--- src/rtl/mic_frame_writer.sv ---
// rtl/mic_frame_writer.sv - packs per-mic samples into dual-port RAM, posts a mailbox word, raises irq
// Optional sticky overrun output enabled by defining MIC_FRAME_WRITER_OVERRUN_EN.
module mic_frame_writer #(
   parameter int          MIC_N     = 2,
   parameter int          ADDR_W    = 9,
   parameter int unsigned ADDR_LAST = 2**ADDR_W - 1
) (
   input  logic                  clk,
   input  logic                  reset_n,
   input  logic                  sample_valid,
   input  logic [16*MIC_N-1:0]   sample_data,
   output logic [ADDR_W-1:0]     ram_address,
   output logic                  ram_chipselect,
   output logic                  ram_write,
   output logic [31:0]           ram_writedata,
   output logic [3:0]            ram_byteenable,
   output logic                  ram_clken,
   input  logic [31:0]           ram_readdata,
   output logic                  irq
`ifdef MIC_FRAME_WRITER_OVERRUN_EN
   ,
   output logic                  overrun
`endif
);

   localparam logic [ADDR_W-1:0] LAST_SAMPLE_ADDR = ADDR_W'(MIC_N/2 - 1);
   localparam logic [ADDR_W-1:0] MAILBOX_ADDR     = ADDR_W'(ADDR_LAST);

   typedef enum logic [3:0] {
      INIT,
      WAIT,
      WRITE1,
      WRITE_WAIT,
      WRITE2,
      IRQ_RAISE,
      IRQ_RAISE_WAIT,
      IRQ_WAIT1,
      IRQ_WAIT2,
      IRQ_WAIT3,
      IRQ_RELEASE
   } state_t;

   state_t            state_q, state_d;
   logic [2:0]        hist_q, hist_d;
   logic              flag_q, flag_d;
   logic [ADDR_W-1:0] addr_q, addr_d;
   logic [31:0]       wdata_q, wdata_d;
   logic              edge_det;
   logic [31:0]       sample_word;

   // hist[0] is the metastability stage; only hist[2:1] feed the edge detector
   assign edge_det = hist_q[1] & ~hist_q[2];

   always_comb begin
      sample_word = '0;
      for (int i = 0; i < MIC_N/2; i++) begin
         if (addr_q == ADDR_W'(i)) sample_word = sample_data[32*i +: 32];
      end
   end

   always_comb begin
      hist_d = {hist_q[1:0], sample_valid};
      flag_d = flag_q;
      if (state_q == INIT)  flag_d = 1'b0;
      else if (edge_det)    flag_d = 1'b1;
   end

   always_comb begin
      state_d        = state_q;
      addr_d         = addr_q;
      wdata_d        = wdata_q;
      irq            = 1'b0;
      ram_chipselect = 1'b0;
      ram_write      = 1'b0;
      case (state_q)
         INIT: begin
            addr_d  = '0;
            wdata_d = '0;
            state_d = WAIT;
         end
         WAIT: begin
            if (flag_q) state_d = WRITE1;
         end
         WRITE1: begin
            wdata_d = sample_word;
            state_d = WRITE_WAIT;
         end
         WRITE_WAIT: begin
            ram_chipselect = 1'b1;
            ram_write      = 1'b1;
            state_d        = (addr_q == LAST_SAMPLE_ADDR) ? IRQ_RAISE : WRITE2;
         end
         WRITE2: begin
            addr_d  = addr_q + 1'b1;
            state_d = WRITE1;
         end
         IRQ_RAISE: begin
            addr_d  = MAILBOX_ADDR;
            wdata_d = 32'd1;
            state_d = IRQ_RAISE_WAIT;
         end
         IRQ_RAISE_WAIT: begin
            ram_chipselect = 1'b1;
            ram_write      = 1'b1;
            state_d        = IRQ_WAIT1;
         end
         IRQ_WAIT1: begin
            irq     = 1'b1;
            state_d = IRQ_WAIT2;
         end
         IRQ_WAIT2: begin
            irq            = 1'b1;
            ram_chipselect = 1'b1;
            state_d        = IRQ_WAIT3;
         end
         IRQ_WAIT3: begin
            // mailbox read issued in IRQ_WAIT2 returns here
            irq     = 1'b1;
            state_d = (ram_readdata == 32'd0) ? IRQ_RELEASE : IRQ_WAIT1;
         end
         IRQ_RELEASE: begin
            state_d = INIT;
         end
         default: begin
            state_d = INIT;
         end
      endcase
   end

   always_ff @(posedge clk or negedge reset_n) begin
      if (!reset_n) begin
         state_q <= INIT;
         hist_q  <= 3'b000;
         flag_q  <= 1'b0;
         addr_q  <= '0;
         wdata_q <= '0;
      end else begin
         state_q <= state_d;
         hist_q  <= hist_d;
         flag_q  <= flag_d;
         addr_q  <= addr_d;
         wdata_q <= wdata_d;
      end
   end

   assign ram_address    = addr_q;
   assign ram_writedata  = wdata_q;
   assign ram_byteenable = 4'b1111;
   assign ram_clken      = 1'b1;

`ifdef MIC_FRAME_WRITER_OVERRUN_EN
   logic overrun_q, overrun_d;

   always_comb begin
      overrun_d = overrun_q;
      if (edge_det && (state_q != INIT) && (state_q != WAIT)) overrun_d = 1'b1;
   end

   always_ff @(posedge clk or negedge reset_n) begin
      if (!reset_n) overrun_q <= 1'b0;
      else          overrun_q <= overrun_d;
   end

   assign overrun = overrun_q;
`endif

endmodule

--- config.mk ---
export PLATFORM = sky130hd
export DESIGN_NAME = mic_frame_writer
export DESIGN_NICKNAME = d
export VERILOG_FILES = /design/src/rtl/mic_frame_writer.sv
export SDC_FILE = /design/constraint.sdc
export NUM_CORES = 1
export LEC_CHECK = 0
export ABC_CLOCK_PERIOD_IN_PS = 3090
export BUFFER_PORTS_ARGS = -buffer_cell sky130_fd_sc_hd__buf_4
export CELL_PAD_IN_SITES_DETAIL_PLACEMENT = 0
export CELL_PAD_IN_SITES_GLOBAL_PLACEMENT = 2
export CORE_AREA = 3 3 94 96
export DETAILED_ROUTE_END_ITERATION = 10
export DIE_AREA = 0 0 97 99
export GPL_TIMING_DRIVEN = 0
export HOLD_SLACK_MARGIN = 0.06
export PLACE_DENSITY_LB_ADDON = 0.1
export SYNTH_ARGS = -nofsm -noshare
export SYNTH_HDL_FRONTEND = slang
export SYNTH_SLANG_ARGS = --single-unit
--- constraint.sdc ---
create_clock -name clk -period 3.09 [get_ports clk]
set_input_delay 0.1545 -clock clk [delete_from_list [all_inputs] [get_ports clk]]
set_output_delay 0.1545 -clock clk [all_outputs]
set_load 0.1 [all_outputs]
* Yosys cells after proc, flatten, opt, wreduce, memory -nomap -nowiden
Index checks and enable logic that the tools add are counted.
** Operators by class
- Mux-type cells :: 12
- Bitwise gates (word level) :: 2
- $add $sub $neg :: 1
- Equal/unequal tests :: 10
- Reductions and logical operators :: 9
** Operators with widths (number)
- one-hot mux 32 bit (3 select lines) :: 1
- one-hot mux 4 bit (10 select lines) :: 1
- logical NOT 32 bit :: 1
- two-way mux 32 bit :: 1
- one-hot mux 9 bit (3 select lines) :: 1
- == test 4 x 3 -> 1 bit, second input constant :: 4
- adder 9 x 1 -> 9 bit, second input constant :: 1
- logical NOT 9 bit :: 1
- == test 4 x 2 -> 1 bit, second input constant :: 2
- == test 4 bit, second input constant :: 2
- two-way mux 4 bit :: 2
- two-way mux 1 bit :: 6
- nonzero test 3 bit :: 2
- OR reduction 3 bit :: 2
- == test 4 x 1 -> 1 bit, second input constant :: 1
- logical NOT 4 bit :: 1
- inequality test 2 bit, second input constant :: 1
- nonzero test 2 bit :: 1
- OR reduction 2 bit :: 1
- AND 1 bit :: 1
- inverter 1 bit :: 1
** Word-level totals
- Word-level logic and storage cells :: 39
- Output and inout port bits :: 49
- Bits in registers :: 49

* Longest topological paths before layout
- Word-level depth :: 4
- Gate-level depth with buffers :: 7
- Depth with buffers taken out :: 6

* Worst setup path after synthesis
No wires, ideal clock.
- Path type :: register to output
- Start point :: register state_q[2]
- End point :: output port ram_chipselect
- Slack :: -91 ps
- Data required time :: 2935 ps
- Cell stages (with the launch flop) :: 5
- Data arrival time :: 3027 ps
- Path through :: dfrtp_1 > buf_2 > xor2_1 > nor2b_1 > o21bai_1
** Between the ends
- Longest elaborated chain between the ends :: 3
- Elaborated cells between the ends (all ways) :: 5
- Classes of those cells :: 3 x eq/ne; 1 x mux; 1 x reduce/logical
** Ends and longest elaborated chain
- start: declaration :: line 43 : state_t state_q, state_d;
- start signal: assignment :: line 138 : state_q <= state_d;
- == test 4 bit, or another cell as far along :: line 75 : case (state_q)
- OR reduction 3 bit (no line) *
- two-way mux 1 bit * :: line 75
- end: declaration :: line 13 : output logic ram_chipselect,
Every way passes the cells marked *; elsewhere a longest branch is shown, timed or not.

* Final worst setup path
Ends and elaborated chain as after synthesis.

==> run summary <==
The run finished with clean final reports. The area share of the largest cell type after synthesis is 54.3%. The critical path in this run is classified as reg2out. In the post-synthesis netlist, the cell with the most instances is sky130_fd_sc_hd__dfrtp_1. The maximum number of pins on one net before global-route repair came out at 50. The count of clock tree sinks came out at 49. By area the synthesized netlist is led by sky130_fd_sc_hd__dfrtp_1 54%, sky130_fd_sc_hd__a22o_1 12%, sky130_fd_sc_hd__a21oi_1 2.7%, sky130_fd_sc_hd__o21ai_0 2.7%, sky130_fd_sc_hd__buf_2 2.2%. The clock group share of total power is 20.7%. In the final routed layout, each cell accounts on average for ~14 um. The final period utilization came out at roughly three fifths. The final sum of negative setup slack came out at 0 ps. Across the run, the number of max-cap violations was 0. The die outline area came out at 9600 um^2.

The worst setup path is launched from a flop. The required time of the worst setup path came out at 2940 ps. The relative max-transition margin is 57.6%. After synthesis, the netlist uses 38 different library cells. The post-route netlist has 42.1% of its cells at a drive strength greater than 1.

The maximum achievable frequency came out at 0.530 GHz. The internal portion of total power came out at 0.00106 W. The length in cells of the worst reg-to-reg path came out at 7.

The worst hold slack is 72.1 ps. The launch point of the worst reg-to-reg path is ram_address[0]. The post-synthesis area per instance came out at ~11 um^2.

The number of inserted filler cells in the final layout is just over 800. The first-iteration detailed-routing DRC count came out at 52. The hold path startpoint is sample_data[26]. Relative to the synthesized area, the layout overhead comes to 56.7%. The worst-case vdd ir drop came out at 0.236 mV. The total global routing overflow is 0. The die width came out at 97 um. Counting instances, the worst hold path has a depth of 2. For this run, the detailed router's first-pass iteration total came to 4. sky130_fd_sc_hd__dfrtp_1 takes more of the synthesized area than any other cell. TritonCTS created 5 clock buffers. The DRC violation count after routing is 0. The placeable core area is 8130 um^2. Detailed placement finished with a half-perimeter wire length of 4540 um. The number of hold violations in the final report was 0.

The post-layout net count came out at 417. The CTS tree is done. The global-route total usage across every layer is around 13%.

Counting instances in the post-synthesis netlist gives the leading cell types as 49 x sky130_fd_sc_hd__dfrtp_1, 31 x sky130_fd_sc_hd__a22o_1, 13 x sky130_fd_sc_hd__nor2_1, 12 x sky130_fd_sc_hd__a21oi_1, 12 x sky130_fd_sc_hd__o21ai_0. The slew of the pin with the lowest slew margin came out at 637 ps. The total number of yosys warnings came out at 0. The via count of the first global-routing pass came out at roughly 2100.

The I/O pin count is between 100 and 150. The final route contains 2081 vias. The synthesized design contains 0 enable-type register cells. The initial antenna violation count is 0. Dividing the detail-routed via count by the number of cells gives 4.58. Clock-pin slew was measured on the worst setup and hold paths at roughly 90 ps. The first-pass GRT wire length is 10500 um. The placement row count is 33.

The maximum clock path buffer count came out at 2. The static leakage power is 1.74 nW. The number of levels the H-tree was split into came out at 2. The clock period minus worst slack is between 1500 and 2000 ps. The highest fanout seen on the critical path came out at 10.

The critical path arrival is roughly 1700 ps. The most used flip-flop cell after synthesis is sky130_fd_sc_hd__dfrtp_1. Of the synthesized area, sequential elements account for 54.3%. Tracing the worst setup path back leads to its startpoint at state_q[2]. The number of buffers added on ports came out at 110.

The congestion estimate from routability-driven global placement came to 0.729. The repair_antennas step left the layout with diodes totalling 0. The number of flip-flops and latches in the synthesized netlist came out at 49. The power density over the cells is about 520 nW/um^2. The clock skew after layout came out at 5.88 ps. The area of all sequential standard cells came out at ~1200 um^2.

The share of synthesized registers carrying an async set or reset is 100%. The part of the power in registers came out at 40.0%. The mapped netlist covers between 2000 and 2500 um^2. The worst hold path belongs to the class in2reg.

Once detail routing completed, the nets flagged for antenna violations numbered 0. STA classifies the critical path endpoint as a primary output. Once the floorplan was initialized, standard cells occupied 27.8% of the core.

The floorplan die height is 99 um. The area occupied by multi-input gates came out at 880 um^2. The total count of max-transition violations in the final report came out at 0. The proportion of total power due to net switching is 43.0%.

The root buffer cell chosen for the clock tree is sky130_fd_sc_hd__clkbuf_8. Setup repair after global routing left no endpoint under its margin. The switching power summed over all nets is 0.000797 W.

The worst-skew pair later-pin latency is 300 ps. Setup violations remaining at the end of the flow were counted as 0. Synthesis produced 205 cells.

The total design power came out at 0.00185 W. For this block, the routed nets add up to roughly 6400 um of wire. The combinational power share came out at 39.3%.
-- state kept, by name, indices dropped and copies added (netlist names) --
name / count
ram_writedata: 32
ram_address: 9
state_q: 4
hist_q: 3
flag_q: 1
-- path summary, 6_finish.rpt --
check	end	slack [ps]
worst min-delay path	ram_writedata[26]	70
worst min register to register	hist_q[1]	360
min in group asynchronous	ram_writedata[20]	410
worst max-delay path	ram_chipselect	1200
worst max register to register	ram_writedata[14]	1450
max in group asynchronous	flag_q	2250
-- cell families after synthesis --
logic type      after synthesis  synth area share [%]
compound gates               66                  21.2
simple gates                 58                  14.3
other cells                   1                 0.166
xor+xnor                      1                 0.388
mux                           2                 0.997
buf+inv                      26                  7.53
fa+ha+maj                     2                  1.11
flops                        49                  54.3
-- power groups by stage --
stage / combinational, W / sequential [W] / clock [W]
final: 0.000729 / 0.000741 / 0.000383
after global routing: 0.000778 / 0.000754 / 0.000435
after CTS: 0.000722 / 0.000742 / 0.000406
after detailed placement: 0.000709 / 0.000754 / 0
after global placement: 0.000715 / 0.000755 / 0
after floorplan: 0.000211 / 0.00104 / 0
-- through the flow --
stage,instance area [um^2],std cells,setup slack [ps],util (%)
4_1_cts,3430,443,1180,42.2
3_3_place_gp,3230,424,1460,39.7
5_1_grt,3540,454,1080,43.5
2_1_floorplan,2280,209,477,-
3_5_place_dp,3230,424,1470,39.7
6_report,3540,454,1200,43.5
-- cells in the final DEF (no fill, tap or decap), drive strengths merged, types with 10 or more instances in the layout --
cell           n
buf          129
dfrtp         49
a22o          31
dlygate4sd3   22
nor2          14
a21oi         12
o21ai         12
nand2         10
nor4          10
-- per-layer routing --
metal  GRT usage (%)  part of all wire [%]  vias up
met3            3.75                   7.2       10
met1            19.2                    47      952
li1                -                     -     1033
met5               0                     0        -
met4            4.43                   1.5        0
met2            19.4                    44       86
-- area by class of cell --
class,count,area share [%]
sequential,49,34.6
timing repair buffer,132,29.6
multi-input combinational,134,24.8
buffer,20,4.17
tap,105,3.71
clock buffer,6,2.05
inverter,6,0.636
clock inverter,2,0.389
-- critical path, stage by stage (launching register included) --
cell and delay (ps):
sky130_fd_sc_hd__dfrtp_1 370, sky130_fd_sc_hd__buf_2 230, sky130_fd_sc_hd__xor2_1 190, sky130_fd_sc_hd__nor2b_2 200, sky130_fd_sc_hd__o21bai_1 130, sky130_fd_sc_hd__buf_4 310
-- timing repair --
item | 4_1_cts | 5_1_grt
endpoints found under the hold margin | 59 | 11
setup buffers | 0 | 0
hold buffers | 11 | 11
gates resized for setup | 0 | 0
No activity file was read; power rests on OpenSTA's default activity.
